`config.mk`:
```
export PLATFORM = sky130hd
export DESIGN_NAME = vend_sequencer
export DESIGN_NICKNAME = d
export VERILOG_FILES = /design/src/rtl/vend_sequencer.sv
export SDC_FILE = /design/constraint.sdc
export NUM_CORES = 1
export LEC_CHECK = 0
export CAP_MARGIN = 10
export CORE_MARGIN = 10
export CORE_UTILIZATION = 35
export DETAILED_ROUTE_END_ITERATION = 10
export SKIP_CTS_REPAIR_TIMING = 1
export SLEW_MARGIN = 20
export SYNTH_ARGS = -nofsm -noshare
export SYNTH_HDL_FRONTEND = slang
export SYNTH_SLANG_ARGS = --single-unit
```
`constraint.sdc`:
```
create_clock -name clk -period 2.9 [get_ports clk]
set_clock_uncertainty 0.1 [all_clocks]
set_input_delay 0.58 -clock clk [delete_from_list [all_inputs] [get_ports clk]]
set_output_delay 0.58 -clock clk [all_outputs]
set_load 0.1 [all_outputs]
```
`src/rtl/vend_sequencer.sv`:
```
// Coin-to-newspaper sequencer: forwards accepted coins to the newspaper FSM as pulses,
// then handshakes paper release and change dispensing (dimes before nickels).
module vend_sequencer #(
    parameter int TIMEOUT = 200
) (
    input  logic       clk,
    input  logic       rst_n,
    input  logic       coin_valid,
    input  logic [1:0] coin_type,
    output logic       coin_ready,
    output logic       fsm_q,
    output logic       fsm_d,
    output logic       fsm_n,
    input  logic       fsm_r,
    input  logic       fsm_n1,
    input  logic       fsm_d1,
    input  logic       fsm_d2,
    output logic       paper_req,
    input  logic       paper_ack,
    output logic       coin_req,
    output logic [1:0] coin_sel,
    input  logic       coin_ack,
    output logic       reject,
    output logic       busy,
    output logic       fault
);

    localparam int WW = (TIMEOUT < 2) ? 1 : $clog2(TIMEOUT + 1);
    localparam logic [WW-1:0] WAIT_LAST = WW'(TIMEOUT - 1);

    typedef enum logic [2:0] {
        IDLE,
        ISSUE,
        CHECK,
        PAPER,
        CHANGE,
        GAP,
        FAULT
    } state_t;

    state_t        state;
    logic [1:0]    dime_cnt;
    logic          nick_cnt;
    logic [WW-1:0] wait_cnt;

    logic change_left;
    logic wait_expiring;

    assign change_left   = (dime_cnt != 2'd0) || nick_cnt;
    assign wait_expiring = (wait_cnt == WAIT_LAST);

    always_ff @(posedge clk or negedge rst_n) begin
        if (!rst_n) begin
            state      <= IDLE;
            dime_cnt   <= 2'd0;
            nick_cnt   <= 1'b0;
            wait_cnt   <= '0;
            coin_ready <= 1'b0;
            fsm_q      <= 1'b0;
            fsm_d      <= 1'b0;
            fsm_n      <= 1'b0;
            paper_req  <= 1'b0;
            coin_req   <= 1'b0;
            coin_sel   <= 2'b00;
            reject     <= 1'b0;
            busy       <= 1'b0;
            fault      <= 1'b0;
        end else begin
            fsm_q  <= 1'b0;
            fsm_d  <= 1'b0;
            fsm_n  <= 1'b0;
            reject <= 1'b0;
            case (state)
                IDLE: begin
                    coin_ready <= 1'b1;
                    busy       <= 1'b0;
                    if (coin_valid && coin_ready) begin
                        if (coin_type == 2'b00) begin
                            reject <= 1'b1;
                        end else begin
                            fsm_q      <= (coin_type == 2'b11);
                            fsm_d      <= (coin_type == 2'b10);
                            fsm_n      <= (coin_type == 2'b01);
                            coin_ready <= 1'b0;
                            busy       <= 1'b1;
                            state      <= ISSUE;
                        end
                    end
                end
                ISSUE: state <= CHECK;
                CHECK: begin
                    // Newspaper FSM outputs settle one cycle after the pulse it saw
                    if (fsm_r) begin
                        dime_cnt  <= {fsm_d2, 1'b0} + {1'b0, fsm_d1};
                        nick_cnt  <= fsm_n1;
                        wait_cnt  <= '0;
                        paper_req <= 1'b1;
                        state     <= PAPER;
                    end else begin
                        coin_ready <= 1'b1;
                        busy       <= 1'b0;
                        state      <= IDLE;
                    end
                end
                PAPER: begin
                    if (paper_ack && paper_req) begin
                        paper_req <= 1'b0;
                        if (change_left) begin
                            coin_req <= 1'b1;
                            coin_sel <= (dime_cnt != 2'd0) ? 2'b10 : 2'b01;
                            wait_cnt <= '0;
                            state    <= CHANGE;
                        end else begin
                            coin_ready <= 1'b1;
                            busy       <= 1'b0;
                            state      <= IDLE;
                        end
                    end else begin
                        wait_cnt <= wait_cnt + WW'(1);
                        if (wait_expiring) begin
                            paper_req <= 1'b0;
                            busy      <= 1'b0;
                            fault     <= 1'b1;
                            state     <= FAULT;
                        end
                    end
                end
                CHANGE: begin
                    if (coin_ack && coin_req) begin
                        coin_req <= 1'b0;
                        coin_sel <= 2'b00;
                        if (coin_sel == 2'b10 && dime_cnt != 2'd0)
                            dime_cnt <= dime_cnt - 2'd1;
                        else if (nick_cnt)
                            nick_cnt <= 1'b0;
                        state <= GAP;
                    end else begin
                        wait_cnt <= wait_cnt + WW'(1);
                        if (wait_expiring) begin
                            coin_req <= 1'b0;
                            coin_sel <= 2'b00;
                            busy     <= 1'b0;
                            fault    <= 1'b1;
                            state    <= FAULT;
                        end
                    end
                end
                GAP: begin
                    if (change_left) begin
                        coin_req <= 1'b1;
                        coin_sel <= (dime_cnt != 2'd0) ? 2'b10 : 2'b01;
                        wait_cnt <= '0;
                        state    <= CHANGE;
                    end else begin
                        coin_ready <= 1'b1;
                        busy       <= 1'b0;
                        state      <= IDLE;
                    end
                end
                FAULT: begin
                    // Sticky until reset: nothing is requested or accepted
                    coin_ready <= 1'b0;
                    paper_req  <= 1'b0;
                    coin_req   <= 1'b0;
                    coin_sel   <= 2'b00;
                    busy       <= 1'b0;
                    fault      <= 1'b1;
                end
                default: state <= IDLE;
            endcase
        end
    end

endmodule
```
==> results of run 1 <==
worst paths after layout:
check	end	slack, ns	depth (start not counted)
worst max-delay path	wait_cnt[5]$_DFFE_PN0P_	0.53	6
worst min-delay path	fault$_DFFE_PN0P_	0.39	1
worst max register to register	wait_cnt[5]$_DFFE_PN0P_	0.53	6
worst min register to register	fault$_DFFE_PN0P_	0.39	1
max in group asynchronous	state[2]$_DFFE_PN0P_	1.89	2
min in group asynchronous	dime_cnt[1]$_DFFE_PN0P_	0.56	2
cell usage after synthesis, types with 2 or more instances:
cell type / n / area share [%]
a211oi_1: 2 / 0.97
nor2_1: 16 / 3.9
nand3_1: 6 / 1.9
inv_1: 9 / 2.2
a21oi_1: 16 / 5.2
o31ai_1: 3 / 1.5
nand2b_1: 7 / 2.8
clkbuf_1: 2 / 0.49
a32oi_1: 3 / 1.7
o21a_1: 2 / 0.97
ha_1: 5 / 4.1
nor3_1: 5 / 1.6
a32o_1: 2 / 1.3
nor2b_1: 3 / 1.2
or2_2: 2 / 0.81
buf_2: 3 / 0.97
nand2_1: 13 / 3.2
o21ai_0: 18 / 5.8
a31oi_1: 4 / 1.6
dfrtp_1: 25 / 41
a221oi_1: 2 / 1.1
and3_1: 3 / 1.2
registers in the layout, indices dropped and copies added, names as in the netlist, 2 cells and up:
| register | count |
|---|---|
| coin_sel | 2 |
| state | 3 |
| dime_cnt | 2 |
| wait_cnt | 8 |
report_power, final:
| group | total (W) | internal [W] | leakage, nW | switching (W) |
|---|---|---|---|---|
| Sequential | 0.000348 | 0.000348 | 0.309 | 0 |
| Combinational | 0.0000295 | 0.0000144 | 0.445 | 0.0000151 |
| Clock | 0.000208 | 0.0000960 | 0.0255 | 0.000112 |
through the flow:
step | setup WS [ns] | std cells
after floorplan | 0.653 | 176
after CTS | 0.560 | 251
after global placement | 0.548 | 247
final | 0.526 | 251
after global routing | 0.379 | 251
after detailed placement | 0.519 | 247
layer usage:
metal  GRT usage (%)  routed length, microns
met5               0                       0
met3            2.16                     201
met1            13.2                    1810
met4            5.45                      72
met2            16.4                    1850
logic make-up (layout without fill, tap and decap cells):
kind of cell | Yosys count | count (layout) | share of synthesized area [%]
AOI/OAI and AO/OA | 66 | 66 | 29.2
DFF | 25 | 25 | 40.6
muxes | 1 | 1 | 0.731
and+or+nand+nor | 63 | 63 | 21.0
adders and majority gates | 5 | 5 | 4.06
buffers and inverters | 16 | 39 | 4.39
placed cells by master, fill, tap and decap left out, drive strengths merged, types with 4 or more instances in the layout:
master,Yosys,final
a21oi,17,17
clkdlybuf4s50,0,10
dfrtp,25,25
o21ai,19,19
nand2,13,13
nand2b,7,7
a31oi,4,4
nor3,5,5
nand3,6,6
ha,5,5
buf,5,16
inv,9,9
nor2,16,16
area by class of cell:
type                            count  area share [%]
Sequential cell                    25            34.0
Timing Repair Buffer               26            12.0
Clock inverter                      1           0.272
Clock buffer                        3            2.25
Inverter                            9            1.84
Tap cell                           52            3.54
Multi-Input combinational cell    135            46.1
==> summary.txt, run 1 <==
Post-synth EDFFs: 0
Kind of end point of the critical path: flop
Dpl cell area: 1790 sq um
Flops & latches, synth: 25
CTS tree: built
Die width: 86.3 microns
Initial Util: 35.9%
Finished Core Util: 42.8%
Die Height: 86.3 microns
Max_slew headroom: 63.8%
Finished Cell Area: 1840 sq um
CP required: 2.99 ns
Pin count of the biggest net entering global routing: 26
Gr ovfl total: 0
Antenna fix cells: 0
Io pins: 22
Final Critical Period: 2.37 ns
GRT Overall Usage: 10.5%
Vias in the first global route: 1407
Rows: 24
Clock sinks: 25
CTS buffer count: 3
RSZ-0062 raised after global routing: false
Ys async rst share: 100%
Synth Warn #: 0
Outcome: completed
Worst-path cell with the longest stage delay: dfrtp_1
Area of the multi-input gates: 847 sq um
Later-pin clock latency in the skew report: 0.27 ns
Final hold viol count: 0
Sequential share of the synthesized area: 40.6%
Antenna Nets Post-Route: 0
Max Cap Viol: 0
Power density cells: 319 nW/um^2
Hold Crit Start: fault$_DFFE_PN0P_
Fmax: 421 MHz
CTS max path bufs: 2
Setup violators final: 0
Wirelength per Cell: 15.7 microns
Leakage power: 0.779 nW
CP Buf/Inv Count: 1
Final TNS setup: 0 ns
Tcrit/Tclk final: 81.9%
IO buf count: 21
Slew @ Worst Pin: 0.543 ns
Hold Crit Class: reg2reg
Area Overhead vs Synth: 19.3%
DRC violations left: 0
CP arrival: 2.46 ns
Layout cells sized above 1: 14.6%
Syn_nets: 192
Iteration-0 DRC Markers: 123
Clock root cell: clkbuf_8
Reg area: 626 sq um
Core area: 4290 sq um
Initial antenna violation count: 0
Fillers: 427
Mean Syn Cell Area: 8.75 sq um
DRT Pass-1 Iters: 4
CTS HTree Levels: 1
Pins Over Slew Limit: 0
CP delay by family, top: flip-flops
Post-synth cell types: 47
Placer Congestion: 0.899
R2R Path Start: state[1]$_DFFE_PN0P_
Maximum vdd drop: 0.145 mV
HPWL after DPL: 2920 microns
CP cell instances: inv_1 > ha_1 > a311o_1 > or2_1 > nand2b_1 > o21ai_0
Full die area: 7450 sq um
Setup crit start: state[1]$_DFFE_PN0P_
Hold WS: 0.393 ns
Global-route wire length before repair: 6440 microns
Cell Area, Synth: 1540 sq um
Vias per cell: 5.76
Pwr Total: 0.000586 W
Crit path max fanout: 17
Worst Setup Path Type: reg2reg
Nets: 216
DRT Wirelength: 3930 microns
Largest stage delay, worst path: 0.69 ns
CP Launch Type: flop
Synth Flop Type: dfrtp_1
Clock transition at path regs: 0.09 ns
Gate Count Post-Synth: 176
Vias: 1445
No activity file was read; power rests on OpenSTA's default activity.
==> run 2: changes to the inputs <==
Clock period 2.9 ns to 2.1 ns, I/O delays scaled along.
==> run 2 against run 1 <==
  * Flip-flop and latch count unchanged
  * Sequential share of layout area down 2.3 points
  * Clock-buffer cell count up 1
  * Register-to-register slack worse by 0.51 ns
  * Final cell count up 4.0%
  * Hold slack worse by 0.011 ns
  * Non-clock buffer count up 10
  * Largest power group unchanged
==> summary.txt, run 2 (same netlist as run 1, synthesis figures left out) <==
Initial Util: 35.9%
Hold Crit Class: reg2reg
Layout cells sized above 1: 20.1%
Iteration-0 DRC Markers: 123
CTS max path bufs: 2
Sequential share of power: 59.4%
Slew @ Worst Pin: 0.443 ns
GRT Overall Usage: 10.7%
Dpl ws: -0.0495 ns
CP Launch Type: flop
CP arrival: 2.14 ns
Largest registers: wait_cnt: 8 flops, state: 3 flops
Commonest non-fill, non-tap cell in the layout: dfrtp_1
CTS HTree Levels: 1
Finished Cell Area: 1980 sq um
P_int: 0.000637 W
CTS buffer count: 3
Max Cap Viol: 0
Global-route wire length before repair: 6830 microns
DRT Wirelength: 4050 microns
Io pins: 22
Kind of end point of the critical path: flop
Vias: 1476
Crit path depth: 6
Reg area: 628 sq um
Leakage power: 0.832 nW
Clk pwr share: 35.3%
Die width: 86.3 microns
CP delay by family, top: compound AO/OA/AOI/OAI gates
Most frequent cells in the layout: dfrtp_1, buf_4, o21ai_0
Area of the multi-input gates: 862 sq um
Later-pin clock latency in the skew report: 0.26 ns
Core area: 4290 sq um
Fillers: 402
Clock transition at path regs: 0.09 ns
Power density cells: 409 nW/um^2
DRC violations left: 0
RSZ-0062 raised after global routing: true
Worst-path cell with the longest stage delay: or4_4
Fin worst setup slack: 0.0151 ns
Biggest register: wait_cnt
Worst setup endpoint: coin_sel[1]$_DFFE_PN0P_
R2r endpoint: coin_sel[1]$_DFFE_PN0P_
Rows: 24
Clock sinks: 25
Area Overhead vs Synth: 28.5%
Antenna fix cells: 0
Number of flip-flops under the largest register name: 8
Dpl cell area: 1910 sq um
Switching Share: 21.3%
Antenna Nets Post-Route: 0
Final hold viol count: 0
Vias per cell: 5.66
Final Critical Period: 2.08 ns
Final TNS setup: 0 ns
IO buf count: 21
Initial antenna violation count: 0
Worst Setup Path Type: reg2reg
Largest stage delay, worst path: 0.48 ns
DRT Pass-1 Iters: 4
CP required: 2.16 ns
Clock root cell: clkbuf_8
Nets: 226
HPWL after DPL: 3060 microns
Placer Congestion: 0.841
Setup crit start: wait_cnt[0]$_DFFE_PN0P_
Switch Pwr: 0.000173 W
CTS tree: built
CP cell instances: ha_4 > nand4_1 > or4_4 > a221oi_4 > o21ai_2 > a22o_1
Full die area: 7450 sq um
Pin count of the biggest net entering global routing: 26
Fmax: 480 MHz
Finished Core Util: 46.1%
Die Height: 86.3 microns
Maximum vdd drop: 0.195 mV
R2R Setup Slk: 0.02 ns
Crit path max fanout: 4
Outcome: completed
Reg2Reg Depth: 6
Logic gate share of total power: 5.3%
Vias in the first global route: 1453
Setup violators final: 0
Gr ovfl total: 0
Tcrit/Tclk final: 99.3%
Wirelength per Cell: 15.5 microns
Max_slew headroom: 70.2%
R2R Path Start: wait_cnt[0]$_DFFE_PN0P_
Pins Over Slew Limit: 0
Pwr Total: 0.000810 W
CP Buf/Inv Count: 0
-- run 2: worst min path at each step --
stage	startpoint	end	depth (start not counted)
final	fault$_DFFE_PN0P_	fault$_DFFE_PN0P_	1
after global routing	fault$_DFFE_PN0P_	fault$_DFFE_PN0P_	1
after floorplan	rst_n	busy$_DFFE_PN0P_	0
after CTS	fault$_DFFE_PN0P_	fault$_DFFE_PN0P_	1
after global placement	fault$_DFFE_PN0P_	fault$_DFFE_PN0P_	1
after detailed placement	fault$_DFFE_PN0P_	fault$_DFFE_PN0P_	1
-- run 2: area by class of cell --
cell class | instances | share of cell area (%)
Tap cell | 52 | 3.29
Multi-Input combinational cell | 135 | 43.6
Inverter | 9 | 1.71
Clock buffer | 4 | 2.28
Timing Repair Buffer | 36 | 17.4
Sequential cell | 25 | 31.7
-- run 2: layer usage --
layer	up-vias	track usage [%]	wire, microns
met5	-	0	0
met4	0	3.98	63
met3	6	1.97	265
met2	63	17.0	1940
met1	689	13.9	1770
li1	718	-	-
-- run 2: power by group through the flow --
| stage | Sequential, W | Clock (W) | Combinational (W) |
|---|---|---|---|
| after global placement | 0.000490 | 0 | 0.0000424 |
| final | 0.000481 | 0.000286 | 0.0000430 |
| after detailed placement | 0.000490 | 0 | 0.0000438 |
| after CTS | 0.000481 | 0.000299 | 0.0000442 |
| after floorplan | 0.000491 | 0 | 0.00000488 |
| after global routing | 0.000481 | 0.000316 | 0.0000473 |
-- run 2: per-stage QoR --
stage	hold slack, ns	cells
final	0.382	261
after global routing	0.406	261
after CTS	0.390	260
after detailed placement	0.361	256
after global placement	0.354	256
after floorplan	0.0244	176
==> run 3: changes to the inputs <==
Settings changed: MAX_ROUTING_LAYER set to met4.
==> run 3 against run 2 <==
  * Clock power hardly changed
  * Critical path depth stayed put
  * Total power barely moved
  * Combinational power about the same
  * Final area stayed put
  * Via count down 0.27%
  * First-iteration DRC count rose by 4.9%
  * Sequential power is essentially flat
  * Non-clock buffer count stayed put
  * Largest cell class unchanged
  * Largest power group unchanged
==> summary.txt, run 3 (same netlist as run 1, synthesis figures left out) <==
Antenna fix cells: 0
Tcrit/Tclk final: 99.0%
Clock sinks: 25
IO buf count: 21
Pin count of the biggest net entering global routing: 26
CTS HTree Levels: 1
Area Overhead vs Synth: 28.5%
Clock transition at path regs: 0.09 ns
HPWL after DPL: 3060 microns
Vias: 1472
Rows: 24
Outcome: completed
Gr ovfl total: 0
Crit path max fanout: 4
Max_slew headroom: 70.1%
Number of flip-flops under the largest register name: 8
GRT Overall Usage: 11.0%
Worst Setup Path Type: reg2reg
Fmax: 481 MHz
DP Cell Count: 256
Nets: 226
Full die area: 7450 sq um
Io pins: 22
Kind of end point of the critical path: flop
Non-Filler Instances: 261
CP arrival: 2.14 ns
Max Cap Viol: 0
Placer Congestion: 0.854
Layout cells sized above 1: 20.1%
Final Critical Period: 2.08 ns
Initial Util: 35.9%
DRT Wirelength: 4050 microns
Worst-path cell with the longest stage delay: or4_4
RSZ-0062 raised after global routing: true
Core area: 4290 sq um
Vias in the first global route: 1455
CP Launch Type: flop
Most frequent cells in the layout: dfrtp_1, buf_4, o21ai_0
CTS tree: built
Commonest non-fill, non-tap cell in the layout: dfrtp_1
Power density cells: 409 nW/um^2
Largest stage delay, worst path: 0.48 ns
CP Buf/Inv Count: 0
Die Height: 86.3 microns
Clock root cell: clkbuf_8
Global-route wire length before repair: 6820 microns
Slew @ Worst Pin: 0.444 ns
Biggest register: wait_cnt
Final hold viol count: 0
Hold Crit Class: reg2reg
CTS buffer count: 3
Die width: 86.3 microns
Vias per cell: 5.64
Setup violators final: 0
Pins Over Slew Limit: 0
Iteration-0 DRC Markers: 129
DRT Pass-1 Iters: 4
Initial antenna violation count: 0
CP delay by family, top: compound AO/OA/AOI/OAI gates
Hold WS: 0.382 ns
DRC violations left: 0
Antenna Nets Post-Route: 0
CTS max path bufs: 2
Leakage power: 0.832 nW
Maximum vdd drop: 0.195 mV
Wirelength per Cell: 15.5 microns
Largest registers: wait_cnt: 8 flops, state: 3 flops
CP cell instances: ha_4 > nand4_1 > or4_4 > a221oi_4 > o21ai_2 > a22o_1
Later-pin clock latency in the skew report: 0.26 ns
CP required: 2.16 ns
[run 3: worst paths after layout]
check / end / slack, ns / start / cells past startpoint
min in group asynchronous: coin_ready$_DFFE_PN0P_ / 0.42 / rst_n / 2
max in group asynchronous: paper_req$_DFFE_PN0P_ / 1.21 / rst_n / 2
worst min register to register: fault$_DFFE_PN0P_ / 0.38 / fault$_DFFE_PN0P_ / 1
worst min-delay path: fault$_DFFE_PN0P_ / 0.38 / fault$_DFFE_PN0P_ / 1
worst max register to register: coin_sel[1]$_DFFE_PN0P_ / 0.02 / wait_cnt[0]$_DFFE_PN0P_ / 6
worst max-delay path: coin_sel[1]$_DFFE_PN0P_ / 0.02 / wait_cnt[0]$_DFFE_PN0P_ / 6
[run 3: report_power, final]
group | internal, W | leakage, nW | switching [W]
combinational | 0.0000210 | 0.504 | 0.0000218
clock | 0.000136 | 0.0228 | 0.000151
sequential | 0.000481 | 0.305 | 0
[run 3: final cells by class]
cell class	instances	area, sq um
sequential	25	628
inverter	9	33.8
fill	402	2310
clock buffer	4	45.0
timing repair buffer	36	345
multi-input combinational	135	862
tap	52	65.1
[run 3: worst reg2reg max path, cell delays in order, from the launching register on]
cell,delay (ns)
dfrtp_1,0.42
ha_4,0.17
nand4_1,0.12
or4_4,0.48
a221oi_4,0.39
o21ai_2,0.09
a22o_1,0.21
[run 3: metal layers]
metal | routed length, microns | part of all wire (%) | GRT usage, % | vias up
li1 | - | - | - | 719
met2 | 1950 | 48 | 17.1 | 55
met1 | 1820 | 45 | 13.9 | 694
met5 | 0 | 0 | - | -
met4 | 50 | 1.2 | 3.98 | 0
met3 | 240 | 5.9 | 1.97 | 4
[run 3: through the flow]
stage / setup TNS, ns / util (%) / setup WS, ns / power, W / area (sq um)
2_1_floorplan: 0 / - / 0.0288 / 0.000496 / 1540
3_3_place_gp: -0.0116 / 44.5 / -0.0116 / 0.000533 / 1910
3_5_place_dp: -0.181 / 44.5 / -0.0495 / 0.000534 / 1910
4_1_cts: -0.0407 / 45.5 / -0.0407 / 0.000824 / 1960
5_1_grt: -0.0701 / 46.1 / -0.0582 / 0.000845 / 1980
6_report: 0 / 46.1 / 0.0204 / 0.000810 / 1980
